==> config.mk <==
export PLATFORM = sky130hd
export DESIGN_NAME = seg_scan_mux
export DESIGN_NICKNAME = d
export VERILOG_FILES = /design/src/rtl/seg_scan_mux.sv
export SDC_FILE = /design/constraint.sdc
export NUM_CORES = 1
export LEC_CHECK = 0
export CORE_MARGIN = 2
export CORE_UTILIZATION = 56
export DETAILED_ROUTE_END_ITERATION = 8
export PLACE_DENSITY = 0.87
export SLEW_MARGIN = 20
export SYNTH_ARGS = -nofsm -noshare
export SYNTH_HDL_FRONTEND = slang
export SYNTH_SLANG_ARGS = --single-unit
==> constraint.sdc <==
create_clock -name clk -period 4 [get_ports clk]
set_input_delay 0.8 -clock clk [delete_from_list [all_inputs] [get_ports clk]]
set_output_delay 0.8 -clock clk [all_outputs]
set_load 0.03 [all_outputs]
==> src/rtl/seg_scan_mux.sv <==
// Seven-segment scan multiplexer: drives four digits in turn on a shared cathode bus,
// with double-buffered pattern update, per-digit blanking and 8-level PWM brightness.
module seg_scan_mux #(
   parameter int SLOT_CYCLES = 100000,
   parameter bit ACTIVE_LOW  = 1'b1
) (
   input  logic       clk,
   input  logic       rst_n,
   input  logic [6:0] CX1,
   input  logic [6:0] CX2,
   input  logic [6:0] CX3,
   input  logic [6:0] CX4,
   input  logic       load,
   input  logic [3:0] blank,
   input  logic [2:0] brightness,
   output logic [3:0] an,
   output logic [6:0] seg,
   output logic       frame_tick,
   output logic [1:0] digit_idx
);

   // cnt and thresh share one width so that thresh can reach SLOT_CYCLES (full duty).
   localparam int              CW      = $clog2(SLOT_CYCLES + 1);
   localparam logic [CW-1:0]   LAST    = CW'(SLOT_CYCLES - 1);
   localparam logic [CW-1:0]   STEP    = CW'(SLOT_CYCLES / 8);
   localparam logic [3:0]      AN_OFF  = ACTIVE_LOW ? 4'b1111 : 4'b0000;
   localparam logic [6:0]      SEG_OFF = ACTIVE_LOW ? 7'h7F : 7'h00;

   // (level+1)*STEP built from shifted copies of STEP, one per set bit of level+1.
   function automatic logic [CW-1:0] slot_thresh(input logic [2:0] level);
      logic [3:0]    mult;
      logic [CW-1:0] acc;
      mult = {1'b0, level} + 4'd1;
      acc  = '0;
      for (int k = 0; k < 4; k++) begin
         if (mult[k]) begin
            acc = acc + (STEP << k);
         end else begin
            acc = acc;
         end
      end
      return acc;
   endfunction

   logic [CW-1:0] cnt_r;
   logic [1:0]    idx_r;
   logic [27:0]   staging_r;
   logic [27:0]   active_r;
   logic          pending_r;
   logic [2:0]    bright_r;
   logic [3:0]    an_r;
   logic [6:0]    seg_r;
   logic          frame_tick_r;
   logic [1:0]    digit_idx_r;

   logic          slot_end_s;
   logic          frame_end_s;
   logic [CW-1:0] thresh_s;
   logic          lit_s;
   logic [6:0]    pattern_s;
   logic [3:0]    an_next_s;
   logic [6:0]    seg_next_s;

   assign slot_end_s  = (cnt_r == LAST);
   assign frame_end_s = slot_end_s && (idx_r == 2'd3);
   assign thresh_s    = slot_thresh(bright_r);

   // Per-slot lit decision and the pre-polarity next values of an/seg.
   always_comb begin
      pattern_s  = 7'h00;
      an_next_s  = AN_OFF;
      seg_next_s = SEG_OFF;
      case (idx_r)
         2'd0:    pattern_s = active_r[6:0];
         2'd1:    pattern_s = active_r[13:7];
         2'd2:    pattern_s = active_r[20:14];
         2'd3:    pattern_s = active_r[27:21];
         default: pattern_s = 7'h00;
      endcase
      lit_s = (cnt_r < thresh_s) && !blank[idx_r];
      if (lit_s) begin
         an_next_s  = ACTIVE_LOW ? ~(4'b0001 << idx_r) : (4'b0001 << idx_r);
         seg_next_s = ACTIVE_LOW ? ~pattern_s : pattern_s;
      end else begin
         an_next_s  = AN_OFF;
         seg_next_s = SEG_OFF;
      end
   end

   // Slot counter, digit index and per-slot brightness sample.
   always_ff @(posedge clk or negedge rst_n) begin
      if (!rst_n) begin
         cnt_r    <= '0;
         idx_r    <= 2'd0;
         bright_r <= 3'd0;
      end else begin
         if (cnt_r == '0) begin
            bright_r <= brightness;
         end
         if (slot_end_s) begin
            cnt_r <= '0;
            idx_r <= idx_r + 2'd1;
         end else begin
            cnt_r <= cnt_r + CW'(1);
         end
      end
   end

   // Double buffer: a load at frame end bypasses staging so it is never left pending.
   always_ff @(posedge clk or negedge rst_n) begin
      if (!rst_n) begin
         staging_r <= 28'h0;
         active_r  <= 28'h0;
         pending_r <= 1'b0;
      end else if (load && frame_end_s) begin
         staging_r <= {CX4, CX3, CX2, CX1};
         active_r  <= {CX4, CX3, CX2, CX1};
         pending_r <= 1'b0;
      end else if (load) begin
         staging_r <= {CX4, CX3, CX2, CX1};
         pending_r <= 1'b1;
      end else if (frame_end_s && pending_r) begin
         active_r  <= staging_r;
         pending_r <= 1'b0;
      end
   end

   // Output register stage; an and seg always move on the same edge.
   always_ff @(posedge clk or negedge rst_n) begin
      if (!rst_n) begin
         an_r         <= AN_OFF;
         seg_r        <= SEG_OFF;
         frame_tick_r <= 1'b0;
         digit_idx_r  <= 2'd0;
      end else begin
         an_r         <= an_next_s;
         seg_r        <= seg_next_s;
         frame_tick_r <= frame_end_s;
         digit_idx_r  <= idx_r;
      end
   end

   assign an         = an_r;
   assign seg        = seg_r;
   assign frame_tick = frame_tick_r;
   assign digit_idx  = digit_idx_r;

endmodule
==> results.md <==
Status:
- The flow ran to the end, and the final reports show no timing, DRC or antenna violations.

Global routing:
- The aggregate global routing overflow is 0.
- The maximum number of pins on one net before global-route repair is 76.
- The combined global-route utilization of all metal layers is 0.223.
- The first global-routing pass estimated between 10 and 15 mm of wire.
- The via count of the first global-routing pass came to 3021.
- The number of antenna violations at the first check in global routing was 0.

Finish:
- The antenna diode instance count is 0.
- After filler insertion, the fill cell instance count of the layout stands at 530.
- The net count of the finished layout is approximately 470.
- The final cell count without fillers is a little over 500.
- The layout cell share with drive strength beyond 1 is 0.231.
- Compared with the post-synthesis result, the final layout area differs by 18.1%.

Pwr:
- The power share of the sequential group is 0.537.
- The peak supply drop is around 220 µV.
- In this run the static leakage power is about 2.3 nW.
- The net switching power is around 460 µW.
- The switching portion of total power is 0.252.
- The total power divided by cell area is 347 nW/µm².
- The clock network fraction of design power is 0.362.
- Internal power comes to around 1.4 mW.
- Of the total power, combinational logic draws 0.101.

Yosys:
- During synthesis, Yosys emitted a total of 0 warnings.
- The adder and majority gate portion of the synthesized area is 0.0728.
- Counting every net in the synthesized netlist gives about 420.
- The proportion of netlist area held by the largest area contributor is 0.459.
- By count the netlist is led by 82 x dfrtp_1, 60 x mux2_2, 26 x ha_1.
- The area fraction in and, or, nand and nor cells after synthesis is 0.0958.
- Of the total synthesized cell area, the portion taken by XOR and XNOR cells is 0.0451.
- The multiplexer area fraction after synthesis is 0.183.
- The part of the Yosys area used for sequential elements is 0.524.
- Yosys mapped a number of flops with a built-in enable equal to 0.
- Of all flip-flops after synthesis, the portion carrying an async set or reset was 1.00.
- The area fraction in compound gates after synthesis is 0.0465.
- The register bit total from synthesis is 93.
- The synthesized netlist contains 36 unique library cells.
- Of all cell types, the one taking the most synthesized area is dfrtp_1.
- The largest family of logic cells by synthesized area is multiplexers.
- Sorting the synthesized cells by area gives the leading types as dfrtp_1 46%, mux2_2 15%, ha_1 7.3%.
- The most instantiated flip-flop cell in the synthesis netlist is dfrtp_1.
- Yosys instantiated no cell more often than dfrtp_1.
- In this run the cell area of the synthesized design comes to around 4500 µm².
- After technology mapping, the gate count stands at roughly 360.
- The mean area per synthesized cell is 12.4 µm².

Setup path:
- The worst flop-to-flop path startpoint is bright_r[0]$_DFFE_PN0N_.
- The kind of critical path is register to register.
- The reg-to-reg critical path endpoint is seg[1]$_DFF_PN1_.
- The cell count of the worst reg-to-reg path is 13.
- The peak fanout along the critical path is 15.
- STA classifies the critical path startpoint as a register.
- The endpoint kind of the worst setup timing path is a register.
- The data arrival time at the worst-slack endpoint is roughly 3900 ps.
- The data required time of the critical path is roughly 4300 ps.
- The register-to-register setup slack is approximately 340 ps.

STA:
- The final-report max-slew violation count is 0.
- The worst pin sits at a relative slew slack of 0.382.
- Setup repair after global routing left no endpoint under its margin.
- The clock period minus final worst setup slack is ~3700 ps.
- The post-route clock period utilization is 0.916.
- Derived from the worst setup path, the maximum achievable clock frequency is about 0.27 GHz.
- The number of hold-slack violations in the final timing report is 0.
- For the pin with the worst max-slew slack, the measured transition is 928 ps.
- Setup violations remaining at the end of the flow were counted as 0.
- The clock arrives with between 15 and 20 ps of skew.
- For the final routed database, the setup TNS stands at 0 ps.

Clock network:
- The quantity of hold-fixing buffers added after cts is 0.
- CTS built an H-tree with a depth of 3.
- CTS placed an instance of clkbuf_8 at the clock tree root.
- TritonCTS built the clock tree.
- The clock reaches the later pin of the worst-skew pair after ~370 ps.
- The number of clock buffers added by TritonCTS is 9.
- The CTS sink count is 93.
- The clock passes through at most 2 buffers.
- The clock-pin slew reported for the worst setup and hold paths after clock tree synthesis is 100 ps.

Die:
- The core footprint is around 7700 µm².
- From left edge to right edge, the die measures between 90 and 100 µm.
- Measured along the y axis, the die boundary spans 93.3 µm.
- The die footprint is 8710 µm².
- The cell row count is 32.
- 52 I/O pins were placed.
- For this configuration, the core starts out at a cell density of 0.578.

Run:
- The number of max-cap violations is 0.

Detailed routing:
- The ratio of routed vias to standard cells is around 5.7.
- After detailed routing, the total wire length is between 8 and 9 mm.
- The first detailed-routing pass took 4 iterations.
- In the routed design, unresolved DRC markers number 0.
- The detail-routed net length per standard cell is approximately 17 µm.
- The number of routed nets with antenna violations is 0.
- The number of design-rule violations left by the first detailed-router iteration is between 100 and 150.
- The total vias in the final route is just under 3000.

Placement:
- During placement, the flow inserted port buffers numbering about 50.
- Once placement completed, the tool counted placed cells totaling 500.
- Detailed placement finished with a half-perimeter wire length of between 6 and 7 mm.
- The global placer's final weighted congestion is between 0.9 and 1.

Worst hold path:
- The worst hold path endpoint is pending_r$_DFFE_PN0P_.
- In this run the most critical hold path is launched from pending_r$_DFFE_PN0P_.
- The type of the most critical hold path is register to register.
- Counting instances, the worst hold path has a depth of 2.
## sequential cells by signal (all words and copies together), names as in the netlist
name        count
an              4
pending_r       1
seg             7
staging_r      28
bright_r        3
digit_idx       2
frame_tick      1
active_r       28
idx_r           2
cnt_r          17
## logic make-up after synthesis
family | after synthesis
AO/OA/AOI/OAI | 30
XOR/XNOR | 23
adder cells (fa/ha/maj) | 26
buffers and inverters | 34
flip-flops | 93
multiplexers | 73
AND/OR/NAND/NOR | 80
## critical path, stage by stage (launching register included)
cell and delay, ps:
dfrtp_1 680, inv_1 200, ha_1 440, clkinv_1 260, xnor2_1 210, ha_1 200, o311a_1 280, o32a_1 170
o31ai_1 210, ha_1 270, nand2_1 70, o21ai_0 100, nand2_1 300, nand4_1 190
## repair_timing
action                     in CTS  in global routing
setup buffers                   0                  1
setup endpoints to repair       0                 11
gates resized for setup         0                  0
## final cells by class
class                   count  area (µm²)  share of cell area
clock buffers               9         124              0.0235
multi-input cells         232        1980               0.376
flip-flops and latches     93        2340               0.444
inverters                  18        67.6              0.0128
repair buffers             56         546               0.103
well taps                 102         128              0.0242
clock inverters             7        86.3              0.0164
## power groups by stage
stage	Sequential [mW]	Clock, mW	Combinational [mW]
6_report	0.982	0.662	0.185
2_1_floorplan	0.996	0	0.104
3_3_place_gp	0.998	0	0.176
3_5_place_dp	1.00	0	0.185
4_1_cts	0.982	0.675	0.186
5_1_grt	0.985	0.715	0.205
## routing by layer
metal,global-route usage,vias to the layer above,share of wire
li1,-,1390,-
met1,0.314,1459,0.45
met2,0.341,88,0.48
met3,0.0411,15,0.050
met4,0.0956,0,0.017
met5,0,-,0
## per-stage QoR
step / setup slack, ps / utilization / area [µm²] / hold WS (ps) / power [mW]
after floorplan: 599 / - / 4470 / 442 / 1.10
after global placement: 567 / 0.654 / 5060 / 473 / 1.17
after detailed placement: 424 / 0.654 / 5060 / 485 / 1.18
after CTS: 353 / 0.682 / 5270 / 507 / 1.84
after global routing: 23.0 / 0.682 / 5270 / 519 / 1.91
final: 337 / 0.682 / 5270 / 500 / 1.83
## cell usage in the layout, fill, tap and decap left out, drive strengths merged, types with 18 or more instances in the layout
cell type	instances
inv	21
clkdlybuf4s50	50
ha	26
mux2	61
nand4	18
xnor2	20
nor2	22
dfrtp	82
## worst max-delay path by stage
stage,slack [ps],start,to
5_1_grt,20,bright_r[0]$_DFFE_PN0N_,seg[2]$_DFF_PN1_
2_1_floorplan,600,bright_r[0]$_DFFE_PN0N_,seg[0]$_DFF_PN1_
3_3_place_gp,570,bright_r[0]$_DFFE_PN0N_,seg[0]$_DFF_PN1_
3_5_place_dp,420,bright_r[0]$_DFFE_PN0N_,seg[2]$_DFF_PN1_
6_report,340,bright_r[0]$_DFFE_PN0N_,seg[1]$_DFF_PN1_
4_1_cts,350,bright_r[0]$_DFFE_PN0N_,seg[2]$_DFF_PN1_
(Power assumes the default switching activity.)
